--- config.mk ---
export PLATFORM = sky130hd
export DESIGN_NAME = blk_moment_accum
export DESIGN_NICKNAME = d
export VERILOG_FILES = /design/src/rtl/blk_moment_accum.sv
export SDC_FILE = /design/constraint.sdc
export NUM_CORES = 1
export LEC_CHECK = 0
export CELL_PAD_IN_SITES_DETAIL_PLACEMENT = 1
export CELL_PAD_IN_SITES_GLOBAL_PLACEMENT = 1
export CORE_UTILIZATION = 31
export CTS_BUF_LIST = sky130_fd_sc_hd__clkbuf_2 sky130_fd_sc_hd__clkbuf_4 sky130_fd_sc_hd__clkbuf_8
export CTS_CLUSTER_DIAMETER = 30
export DETAILED_ROUTE_END_ITERATION = 8
export DONT_BUFFER_PORTS = 1
export PLACE_DENSITY_LB_ADDON = 0.1
export REMOVE_ABC_BUFFERS = 1
export SLEW_MARGIN = 0
export SYNTH_ARGS = -nofsm -noshare
export SYNTH_HDL_FRONTEND = slang
export SYNTH_SLANG_ARGS = --single-unit
--- constraint.sdc ---
create_clock -name clk -period 14.4 [get_ports clk]
set_input_delay 2.88 -clock clk [delete_from_list [all_inputs] [get_ports clk]]
set_output_delay 2.88 -clock clk [all_outputs]
set_load 0.02 [all_outputs]
--- src/rtl/blk_moment_accum.sv ---
// Block moment accumulator: sums w*f, f^2, g^2, w*g, w*f*g, f*g over BLK_N-pixel blocks.
// Latency: bundle registered on the edge accepting the last beat of a block, visible next cycle.
// Backpressure: in_ready drops only on a block's last beat while the previous bundle is unconsumed.
//
// Ports:
//   clk, rst (async, active-high), clr (sync block abort)
//   in_valid/in_ready + f, g (PIX_W, unsigned), w (weight mask)  : pixel beat stream
//   out_valid/out_ready + wf, f2sum, g2sum, wg, wfg, fg (SUM_W)   : block sum bundle
// Build option: define BLKMOM_SAT_EN to saturate sums at 2^SUM_W-1 instead of wrapping.
module blk_moment_accum #(
    parameter int PIX_W = 4,
    parameter int BLK_N = 64,
    parameter int SUM_W = 14
) (
    input  logic             clk,
    input  logic             rst,
    input  logic             clr,
    input  logic             in_valid,
    output logic             in_ready,
    input  logic [PIX_W-1:0] f,
    input  logic [PIX_W-1:0] g,
    input  logic             w,
    output logic             out_valid,
    input  logic             out_ready,
    output logic [SUM_W-1:0] wf,
    output logic [SUM_W-1:0] f2sum,
    output logic [SUM_W-1:0] g2sum,
    output logic [SUM_W-1:0] wg,
    output logic [SUM_W-1:0] wfg,
    output logic [SUM_W-1:0] fg
);

    localparam int CNT_W  = (BLK_N > 1) ? $clog2(BLK_N) : 1;
    localparam int PROD_W = 2 * PIX_W;
    // One bit of headroom above the wider operand so the sum never loses its carry.
    localparam int ADD_W  = ((SUM_W > PROD_W) ? SUM_W : PROD_W) + 1;
    localparam int NSUM   = 6;

    localparam logic [CNT_W-1:0] LAST_CNT = CNT_W'(BLK_N - 1);
    localparam logic [ADD_W-1:0] SUM_MAX  = {{(ADD_W - SUM_W){1'b0}}, {SUM_W{1'b1}}};

    // Sum slot order: 0 wf, 1 f2sum, 2 g2sum, 3 wg, 4 wfg, 5 fg
    typedef enum logic {
        ACCUM = 1'b0,
        LAST  = 1'b1
    } state_e;

    logic [CNT_W-1:0]             cnt_q, cnt_d;
    logic [NSUM-1:0][SUM_W-1:0]   acc_q, acc_d;
    logic [NSUM-1:0][SUM_W-1:0]   sum_q, sum_d;
    logic                         out_valid_q, out_valid_d;
    logic [NSUM-1:0][PROD_W-1:0]  prod;
    logic [NSUM-1:0][SUM_W-1:0]   acc_nxt;
    logic [PROD_W-1:0]            fg_prod;
    state_e                       state;
    logic                         accept;

    // Block position alone determines the state; no separate state register needed.
    assign state    = (cnt_q == LAST_CNT) ? LAST : ACCUM;
    assign in_ready = (state != LAST) || !out_valid_q || out_ready;
    assign accept   = in_valid && in_ready && !clr;

    function automatic logic [SUM_W-1:0] add_sum(input logic [SUM_W-1:0]  a,
                                                 input logic [PROD_W-1:0] p);
        logic [ADD_W-1:0] s;
        s = ADD_W'(a) + ADD_W'(p);
`ifdef BLKMOM_SAT_EN
        // Clamp; since products are non-negative a saturated sum stays pinned.
        if (s > SUM_MAX) begin
            s = SUM_MAX;
        end
`endif
        return s[SUM_W-1:0];
    endfunction

    always_comb begin
        fg_prod = PROD_W'(f) * PROD_W'(g);
        prod[0] = w ? PROD_W'(f) : '0;
        prod[1] = PROD_W'(f) * PROD_W'(f);
        prod[2] = PROD_W'(g) * PROD_W'(g);
        prod[3] = w ? PROD_W'(g) : '0;
        prod[4] = w ? fg_prod : '0;
        prod[5] = fg_prod;
        for (int i = 0; i < NSUM; i++) begin
            acc_nxt[i] = add_sum(acc_q[i], prod[i]);
        end
    end

    always_comb begin
        cnt_d       = cnt_q;
        acc_d       = acc_q;
        sum_d       = sum_q;
        out_valid_d = out_valid_q;
        if (out_valid_q && out_ready) begin
            out_valid_d = 1'b0;
        end
        if (clr) begin
            // Abort only the block in progress; a pending bundle is left intact.
            cnt_d = '0;
            acc_d = '0;
        end else if (accept) begin
            if (state == LAST) begin
                // A fresh load overrides a same-cycle consume.
                cnt_d       = '0;
                acc_d       = '0;
                sum_d       = acc_nxt;
                out_valid_d = 1'b1;
            end else begin
                cnt_d = cnt_q + CNT_W'(1);
                acc_d = acc_nxt;
            end
        end
    end

    always_ff @(posedge clk or posedge rst) begin
        if (rst) begin
            cnt_q       <= '0;
            acc_q       <= '0;
            sum_q       <= '0;
            out_valid_q <= 1'b0;
        end else begin
            cnt_q       <= cnt_d;
            acc_q       <= acc_d;
            sum_q       <= sum_d;
            out_valid_q <= out_valid_d;
        end
    end

    assign out_valid = out_valid_q;
    assign wf        = sum_q[0];
    assign f2sum     = sum_q[1];
    assign g2sum     = sum_q[2];
    assign wg        = sum_q[3];
    assign wfg       = sum_q[4];
    assign fg        = sum_q[5];

endmodule

==> impl_metrics.env <==
export IMPL_pin_count=100
export IMPL_drive_gt1_share_pct=5.68
export IMPL_dp_cells=1385
export IMPL_avgSynthCellArea_um2=9.50
export IMPL_layout_min_cycle_time_ps=6690
export IMPL_max_freq_mhz=149
export IMPL_overflow=0
export IMPL_core_area_mm2=0.0309
export IMPL_avgRoutedWirePerCell_um=18.1
export IMPL_insertion_delay_ps=490
export IMPL_yosysWarnings=0
export IMPL_area_growth_pct=7.81
export IMPL_initial_core_util_pct=31.8
export IMPL_clock_sinks=175
export IMPL_portBuffers=0
export IMPL_skew_ps=26.4
export IMPL_critPathSlowestCell="nand4_1"
export IMPL_grt_use_total_pct=16.8
export IMPL_clk_pin_slew_ps=100
export IMPL_drc=9
export IMPL_arrival_ps=3810
export IMPL_cp_required_ps=11520
export IMPL_status="finished with violations"
export IMPL_grt_antenna_before_repair=0
export IMPL_violations="design-rule violations"
export IMPL_synth_area_top_cells="dfrtp_1, ha_1, nand2_1"
export IMPL_hp_start="acc_q[72]"
export IMPL_reg2reg_from="out_valid"
export IMPL_vias_per_cell=5.07
export IMPL_synth_common_cells="nand2_1, dfrtp_1, o21ai_0"
export IMPL_critical_path_startpoint="out_ready"
export IMPL_gp_congestion=0.773
export IMPL_r2r_cells=6
export IMPL_synth_most_common_cell="nand2_1"
export IMPL_antenna_cells=0
export IMPL_die_w_um=180
export IMPL_first_global_vias=7792
export IMPL_setup_viol=0
export IMPL_slew_violations=0
export IMPL_reg2reg_slack_ps=10970
export IMPL_crit_fanout=4
export IMPL_cp_num_cells=2
export IMPL_htreeDepth=4
export IMPL_postCtsSetupRepairBufs=0
export IMPL_hold_end="acc_q[72]"
export IMPL_layout_nets=1097
export IMPL_post_synth_top_area_fraction_pct=44.6
export IMPL_clk_path_buf_depth=2
export IMPL_ys_seq_area_share_pct=44.6
export IMPL_fin_cells=1417
export IMPL_cts_resized=0
export IMPL_worstMarginPinSlew_ps=1150
export IMPL_wl_um=25700
export IMPL_fin_tns_setup_ps=0
export IMPL_cts_hold_buffers_added=0
export IMPL_drtIter0Drc=356
export IMPL_dp_hpwl_um=16800
export IMPL_leakagePower_nw=4.96
export IMPL_hold_violations=0
export IMPL_synth_flop_cell="dfrtp_1"
export IMPL_finalCritPeriodShare_pct=46.5
export IMPL_numCtsBuffers=17
export IMPL_die_height_um=180
export IMPL_endpoint_kind="primary output"
export IMPL_powerDensity_mw_per_mm2=107
export IMPL_async_flop_share_pct=100
export IMPL_drtAntennaViolNets=0
export IMPL_synth_top_cell_by_area="dfrtp_1"
export IMPL_synth_area_mm2=0.00982
export IMPL_die_area_mm2=0.0324
export IMPL_crit_buf_inv=0
export IMPL_firstDrtPassIters=6
export IMPL_cap_violations=0
export IMPL_dr_total_vias=7180
export IMPL_min_path_cells=2
export IMPL_rsz0062_at_grt="false"
export IMPL_synth_edff_count=0
export IMPL_worstSetupPathType="input pin to primary output"
export IMPL_grt_pass1_wl_um=43000
export IMPL_path_cells="nor2b_1 -> nand4_1"
export IMPL_synthCells=1034
export IMPL_timing_slew_headroom_pct=23.0
export IMPL_slowest_delay_ps=520
export IMPL_synth_distinct_cells=54
export IMPL_rows=64
export IMPL_worstSetupStartpointType="input pin"
export IMPL_yosys_register_bits=175
export IMPL_ir_drop_v=0.0000522
export IMPL_cts_tree="done"
export IMPL_reg2reg_to="acc_q[41]"
export IMPL_crit_family="simple AND/OR/NAND/NOR gates"
export IMPL_hold_class="flip-flop to flip-flop"
export IMPL_cts_root_buffer="clkbuf_8"
export IMPL_grt_max_degree=119
## per-stage QoR
step | power, mW | utilization (%) | area (um^2) | hold WS [ps] | setup slack [ps]
2_1_floorplan | 0.702 | - | 9570 | 456 | 6770
3_3_place_gp | 0.753 | 32.8 | 10100 | 473 | 7600
3_5_place_dp | 0.755 | 32.8 | 10100 | 483 | 7510
4_1_cts | 1.16 | 34.2 | 10600 | 507 | 7700
5_1_grt | 1.20 | 34.2 | 10600 | 527 | 7640
6_report | 1.14 | 34.2 | 10600 | 498 | 7710
## state kept, by name, indices dropped and copies added (netlist names)
register / cells
wfg: 14
f2sum: 14
fg: 14
cnt_q: 6
wg: 14
out_valid: 1
g2sum: 14
wf: 14
acc_q: 84
## kinds of logic after synthesis
| logic type | share of synthesized area (%) |
|---|---|
| multiplexers | 0.688 |
| adder cells (fa/ha/maj) | 10.6 |
| AND/OR/NAND/NOR | 15.8 |
| AO/OA/AOI/OAI | 17.7 |
| flip-flops | 44.6 |
| buffers and inverters | 3.98 |
| XOR/XNOR | 6.69 |
## area by class of cell
type                       count  area [um^2]
clock buffer                  19          262
clock inverter                13          176
fill                        3560        20300
inverter                      37          146
multi-input combinational    770         5070
sequential                   175         4380
tap                          396          495
timing repair buffer           7         52.6
## worst max-delay path by stage
stage | slack [ps] | end
after floorplan | 6770 | acc_q[0]
after global placement | 7600 | acc_q[68]
after detailed placement | 7510 | acc_q[68]
after CTS | 7700 | in_ready
after global routing | 7640 | in_ready
final | 7710 | in_ready
## cell usage in the layout (no fill, tap or decap), drive strengths merged, types with 5 or more instances in the layout
master,instances
a21o,19
a21oi,52
a22o,36
a31oi,22
and2,34
and3,8
buf,7
clkbuf,19
clkinv,5
dfrtp,175
fa,14
ha,61
inv,42
mux2,6
nand2,195
nand2b,10
nand3,16
nand4,13
nor2,26
nor2b,13
o21ai,114
o21bai,5
o31ai,13
or3,8
xnor2,48
xor2,27
## power breakdown
group | switching (mW) | internal [mW]
registers | 0.0235 | 0.513
logic | 0.124 | 0.0808
clock network | 0.211 | 0.185
## metal layers
layer	vias up	global-route usage (%)	share of wire (%)
met2	84	27.1	45
met1	3574	22.6	49
met5	-	0	0
met3	12	3.77	4.2
li1	3510	-	-
met4	0	4.66	1.0
Power figures use the tool's default switching activity.
